[config.mk]
export PLATFORM = sky130hd
export DESIGN_NAME = kogge_stone_adder
export DESIGN_NICKNAME = d
export VERILOG_FILES = /design/src/rtl/kogge_stone_adder.sv
export SDC_FILE = /design/constraint.sdc
export NUM_CORES = 1
export LEC_CHECK = 0
export CAP_MARGIN = 25
export CORE_MARGIN = 4
export CORE_UTILIZATION = 42
export DETAILED_ROUTE_END_ITERATION = 6
export PLACE_DENSITY = 0.83
export SYNTH_ARGS = -nofsm -noshare
export SYNTH_HDL_FRONTEND = slang
export SYNTH_SLANG_ARGS = --single-unit
[constraint.sdc]
create_clock -name clk -period 0.8 [get_ports clk]
set_clock_uncertainty 0.2 [all_clocks]
set_input_delay 0.16 -clock clk [delete_from_list [all_inputs] [get_ports clk]]
set_output_delay 0.16 -clock clk [all_outputs]
set_load 0.01 [all_outputs]
[src/rtl/kogge_stone_adder.sv]
// Registered Kogge-Stone parallel-prefix adder: {cout, sum} <= A + B + cin.
// The carry-in is folded into bit 0's generate, so log2(WIDTH) radix-2 levels cover every carry.
module kogge_stone_adder #(
  parameter int WIDTH = 16
) (
  input  logic             clk,
  input  logic             rst_n,
  input  logic [WIDTH-1:0] A,
  input  logic [WIDTH-1:0] B,
  input  logic             cin,
  output logic [WIDTH-1:0] sum,
  output logic             cout
);

  localparam int LEVELS = $clog2(WIDTH);

  logic [WIDTH-1:0] w_p;
  logic [WIDTH-1:0] w_carry;
  logic [WIDTH-1:0] w_sum_nxt;
  logic             w_cout_nxt;
  logic [WIDTH-1:0] r_sum;
  logic             r_cout;

  assign w_p = A ^ B;

  for (genvar k = 0; k <= LEVELS; k++) begin : g_lvl
    logic [WIDTH-1:0] w_gen;
    logic [WIDTH-1:0] w_prp;
    if (k == 0) begin : g_base
      assign w_gen[0] = (A[0] & B[0]) | (w_p[0] & cin);
      assign w_gen[WIDTH-1:1] = A[WIDTH-1:1] & B[WIDTH-1:1];
      assign w_prp = w_p;
    end else begin : g_comb
      localparam int D = 1 << (k - 1);
      for (genvar i = 0; i < WIDTH; i++) begin : g_bit
        if (i >= D) begin : g_merge
          assign w_gen[i] = g_lvl[k-1].w_gen[i]
                          | (g_lvl[k-1].w_prp[i] & g_lvl[k-1].w_gen[i-D]);
          assign w_prp[i] = g_lvl[k-1].w_prp[i] & g_lvl[k-1].w_prp[i-D];
        end else begin : g_pass
          assign w_gen[i] = g_lvl[k-1].w_gen[i];
          assign w_prp[i] = g_lvl[k-1].w_prp[i];
        end
      end
    end
  end

  // Carry into bit i is the group generate of bits i-1..0, which already includes cin.
  assign w_carry    = {g_lvl[LEVELS].w_gen[WIDTH-2:0], cin};
  assign w_sum_nxt  = w_p ^ w_carry;
  assign w_cout_nxt = g_lvl[LEVELS].w_gen[WIDTH-1];

  // Result register; reset clears outputs immediately and drops any in-flight result.
  always_ff @(posedge clk or negedge rst_n) begin
    if (!rst_n) begin
      r_sum  <= {WIDTH{1'b0}};
      r_cout <= 1'b0;
    end else begin
      r_sum  <= w_sum_nxt;
      r_cout <= w_cout_nxt;
    end
  end

  assign sum  = r_sum;
  assign cout = r_cout;

endmodule

[Word-level counts from Yosys, hierarchy flattened]
Cells that the tools add are included.
Storage, ports and cells
  flip-flop bits (word level): 17
  bits in latches: 0
  RAM bits: 0
  bits in read-only memories: 0
  output and inout port bits: 17
  word-level logic and storage cells: 140
  memories kept: 0
Operators by class
  add/sub/neg operators: 0
  $mul: 0
  div/mod/pow operators: 0
  order comparisons: 0
  equal/unequal tests: 0
  shift operators: 0
  multiplexer cells: 0
  bitwise operators: 138
  reductions and logical operators: 0
Operator list (number)
  $and 1x1->1: 85
  $or 1x1->1: 50
  $xor 16x16->16: 2
  $and 15x15->15: 1

[Depth between registers and ports, before layout]
  word-level depth: 11
  depth in mapped cells: 8
  mapped depth without buffers: 8

[Least setup slack after synthesis]
Ideal clock, no wire load.
  path kind: input-to-reg
  start: input A[0]
  end: register r_sum[10], in the netlist sum[10]
  library setup time: 0.129 ns
  data arrival time: 1.580 ns
  setup slack: -1.109 ns
  stages on the path: 8
  cells stage by stage: fa_1 > inv_1 > fa_1 > nor2b_2 > o211ai_2 > a311oi_2 > o41ai_2 > xnor2_1
Between the ends
  word-level cells in the longest chain between the ends: 8
RTL lines
  start: declaration: line 8  | input logic [WIDTH-1:0] A,
  $xor 16x16->16: line 24  | assign w_p = A ^ B;
  $and 1x1->1: line 30  | assign w_gen[0] = (A[0] & B[0]) | (w_p[0] & cin);
  $or 1x1->1 (*): line 30
  $and 1x1->1 (*): line 38  | | (g_lvl[k-1].w_prp[i] & g_lvl[k-1].w_gen[i-D]);
  $or 1x1->1 (*): line 38
  $and 1x1->1 (*): line 38
  $or 1x1->1 (*): line 38
  $xor 16x16->16 (*): line 50  | assign w_sum_nxt = w_p ^ w_carry;
  net w_sum_nxt[10]: line 19  | logic [WIDTH-1:0] w_sum_nxt;
  end signal: assignment: line 56  | r_sum <= {WIDTH{1'b0}};
  end signal: assignment: line 59  | r_sum <= w_sum_nxt;
  end: declaration: line 21  | logic [WIDTH-1:0] r_sum;
The timed path passes the listed nets; every way through them passes the cells marked *.

[Worst setup path in the final report]
  start: input A[13]
  end: register r_sum[14], in the netlist sum[14]
Between the ends
  word-level cells in the longest chain between the ends: 7
RTL lines (line)
  $xor 16x16->16: 24
  $and 1x1->1, on equally long branches: 38, 39
  $or 1x1->1 (tied with other cells) (2 in a row): 38
  $or 1x1->1 / $and 1x1->1 (equally long branches): 38
  $or 1x1->1 (*): 38
  $xor 16x16->16 (*): 50
  net w_sum_nxt[14]: 19
Marks and branches as above.

==> results.json <==
{
  "avgSynthCellArea_sq_um": 9.80,
  "die-height_um": 61.6,
  "maxSlewViolCount": 0,
  "grt_pass1_vias": 1442,
  "drv_cap": 0,
  "drtPass1Iterations": 4,
  "fin_crit_ns": 1.88,
  "hold_start": "cin",
  "die_w_um": 61.6,
  "syn_area_sq_um": 1200,
  "power.total_mw": 3.37,
  "dp_slack_ns": -1.67,
  "cts_buffers": 3,
  "rsz0062_at_grt": "true",
  "postSynth.asyncResetShare": 1.00,
  "post_drt_wl_per_cell_um": 20.0,
  "io-pin-count": 52,
  "critPathRequiredTime_ns": 0.80,
  "cp_cell_sequence": "clkdlybuf4s50_1 > ha_1 > nand2_1 > buf_4 > nor3_1 > a21oi_2 > xnor2_1",
  "num_rows": 19,
  "gr-total-overflow": 0,
  "synthMuxAreaShare": 0,
  "insertedDiodeCount": 0,
  "core-area_sq_um": 2760,
  "antenna_found_initial": 0,
  "gp_congestion": 0.881,
  "start_util": 0.437,
  "synth_fa_ha_area_frac": 0.189,
  "clkTransAtPathRegs_ns": 0.09,
  "grt_usage": 0.242,
  "cts_max_path_buffers": 2,
  "fmax_mhz": 532,
  "postSynthCellCount": 123,
  "yosysWarnings": 0,
  "crit_path_end_kind": "flip-flop",
  "synth.top_cell.area_share": 0.353,
  "cp_slowest_cell": "clkdlybuf4s50_1",
  "vias_per_cell": 5.77,
  "synth_common_cells": "17 x dfrtp_1, 15 x ha_1, 12 x a21oi_1",
  "portBuffers": 51,
  "synth-simple-area-share": 0.0883,
  "grt_start_max_net_pins": 18,
  "cts_root_buf": "clkbuf_4",
  "instances_no_fill": 245,
  "layout.nets": 267,
  "run_status": "finished, violations left",
  "start_kind": "input port",
  "relSlewSlack": 0.744,
  "synth_most_common_cell": "dfrtp_1",
  "die_area_sq_um": 3790,
  "synth_seq_cells": 17,
  "p_leak_nw": 1.03,
  "clock-sinks": 17,
  "holdPathEnd": "sum[0]",
  "drc": 0,
  "grt_pass1_wl_um": 6710,
  "period_share": 2.35,
  "netlist.top_cell.by_area": "dfrtp_1",
  "ctsHtreeMaxLevel": 1,
  "synth_compound_area_frac": 0.244,
  "finalHoldViolations": 11,
  "wirelength_um": 4900,
  "synth.distinct_cells": 30,
  "syn-num-nets": 175,
  "critPathKind": "in -> reg",
  "area_growth_pct": 90.6,
  "peakVddDrop_mv": 1.53,
  "setup_violations": 33,
  "cts_tree": "yes",
  "worst_pin_slew_ns": 0.381,
  "p_per_area_nw_per_um2": 1470,
  "vias": 1413,
  "synth_top_family_by_area": "compound AO/OA/AOI/OAI gates",
  "detail-route-antenna-nets": 0,
  "drive_gt1_frac": 0.505,
  "whs_ns": -0.0285,
  "max_stage_delay_ns": 0.41,
  "critical_path.max_fanout": 4,
  "worst_slack_ns": -1.08,
  "ys_seq_area_frac": 0.353,
  "drt_iter0_drc": 89,
  "synth_edf_count": 0,
  "violations": "hold timing, setup timing",
  "synth_area_leaders": "dfrtp_1 35%, ha_1 16%, xnor2_1 6.5%, a21oi_1 5.0%, fa_1 3.3%",
  "place_hpwl_um": 2860,
  "synth-main-ff-cell": "dfrtp_1",
  "hold_path.class": "in -> reg",
  "synth_xor_area_frac": 0.0945,
  "worstPathArrival_ns": 1.87,
  "hold-path-cell-count": 2,
  "dp.cells": 234
}
stage by stage:
stage / TNS, ns / util / cell area [sq um]
after floorplan: -12.90 / - / 1220
after global routing: -20.53 / 0.833 / 2300
after CTS: -19.05 / 0.798 / 2200
after detailed placement: -31.36 / 0.729 / 2010
after global placement: -30.16 / 0.729 / 2010
final: -19.57 / 0.833 / 2300
repair_timing:
action	in CTS	in global routing
setup endpoints to repair	34	33
setup buffers	7	1
resized for setup	128	20
hold endpoints to repair	1	1
pin swaps	30	19
how the worst max path moves through the flow:
stage,from,slack [ns],end
after floorplan,A[0],-1.02,sum[10]
after global placement,A[0],-1.61,sum[8]
after detailed placement,A[0],-1.67,sum[8]
after CTS,cin,-1.08,sum[10]
after global routing,A[13],-1.08,sum[14]
final,A[13],-1.08,sum[14]
routing by layer:
metal  vias to the layer above  wire length (um)  GRT usage  share of wire
met5                         -                 0          0              0
met1                       671              1850      0.281           0.38
met3                        26               362     0.0377          0.074
met2                        91              2430      0.438           0.50
met4                         0               248      0.103          0.051
li1                        625                 -          -              -
sequential cells by signal (all words and copies together), names as in the netlist:
name  count
cout      1
sum      16
final cells by class:
cell class / instances / area (sq um)
multi-input combinational: 96 / 1020
timing repair buffer: 90 / 757
fill: 149 / 462
sequential: 17 / 425
tap: 31 / 38.8
inverter: 7 / 26.3
clock buffer: 3 / 22.5
clock inverter: 1 / 5.00
critical path: cells and delay by family:
kind            cells  cell delay, ns
simple gates        2            0.48
fa+ha+maj           1            0.35
xor+xnor            1            0.18
buf+inv             2            0.57
compound gates      1            0.12
placed cells by master, fill, tap and decap left out, types with 2 or more instances in the layout:
master,synthesis,routed
a21o_1,3,3
a21oi_1,12,4
a21oi_2,0,8
a31oi_4,0,2
buf_2,0,15
buf_4,0,34
buf_6,0,9
clkbuf_4,0,3
clkdlybuf4s15_1,0,2
clkdlybuf4s50_1,0,16
dfrtp_1,17,17
dlygate4sd2_1,0,10
dlymetal6s2s_1,0,3
fa_2,0,2
ha_1,15,4
ha_2,0,2
ha_4,0,9
inv_1,7,4
inv_2,0,3
nand2_1,9,8
nand4_1,2,2
nor2_1,8,5
nor2_2,0,3
nor3_1,2,2
o21a_1,3,3
o21ai_0,5,2
o21ai_1,2,3
o21ai_2,1,3
o21bai_1,3,3
xnor2_1,9,7
xnor2_2,0,2
xor2_1,4,4
kinds of logic after synthesis:
kind of cell | Yosys count
flip-flops | 17
AND/OR/NAND/NOR | 24
XOR/XNOR | 13
buffers and inverters | 10
adder cells (fa/ha/maj) | 17
AO/OA/AOI/OAI | 42
report_power, final:
group          switching [mW]  internal, mW  total, mW
clock                   0.248         0.186      0.434
combinational           0.894         0.955       1.85
sequential             0.0494          1.03       1.08
Note: power is estimated with default switching activity, not from simulation.
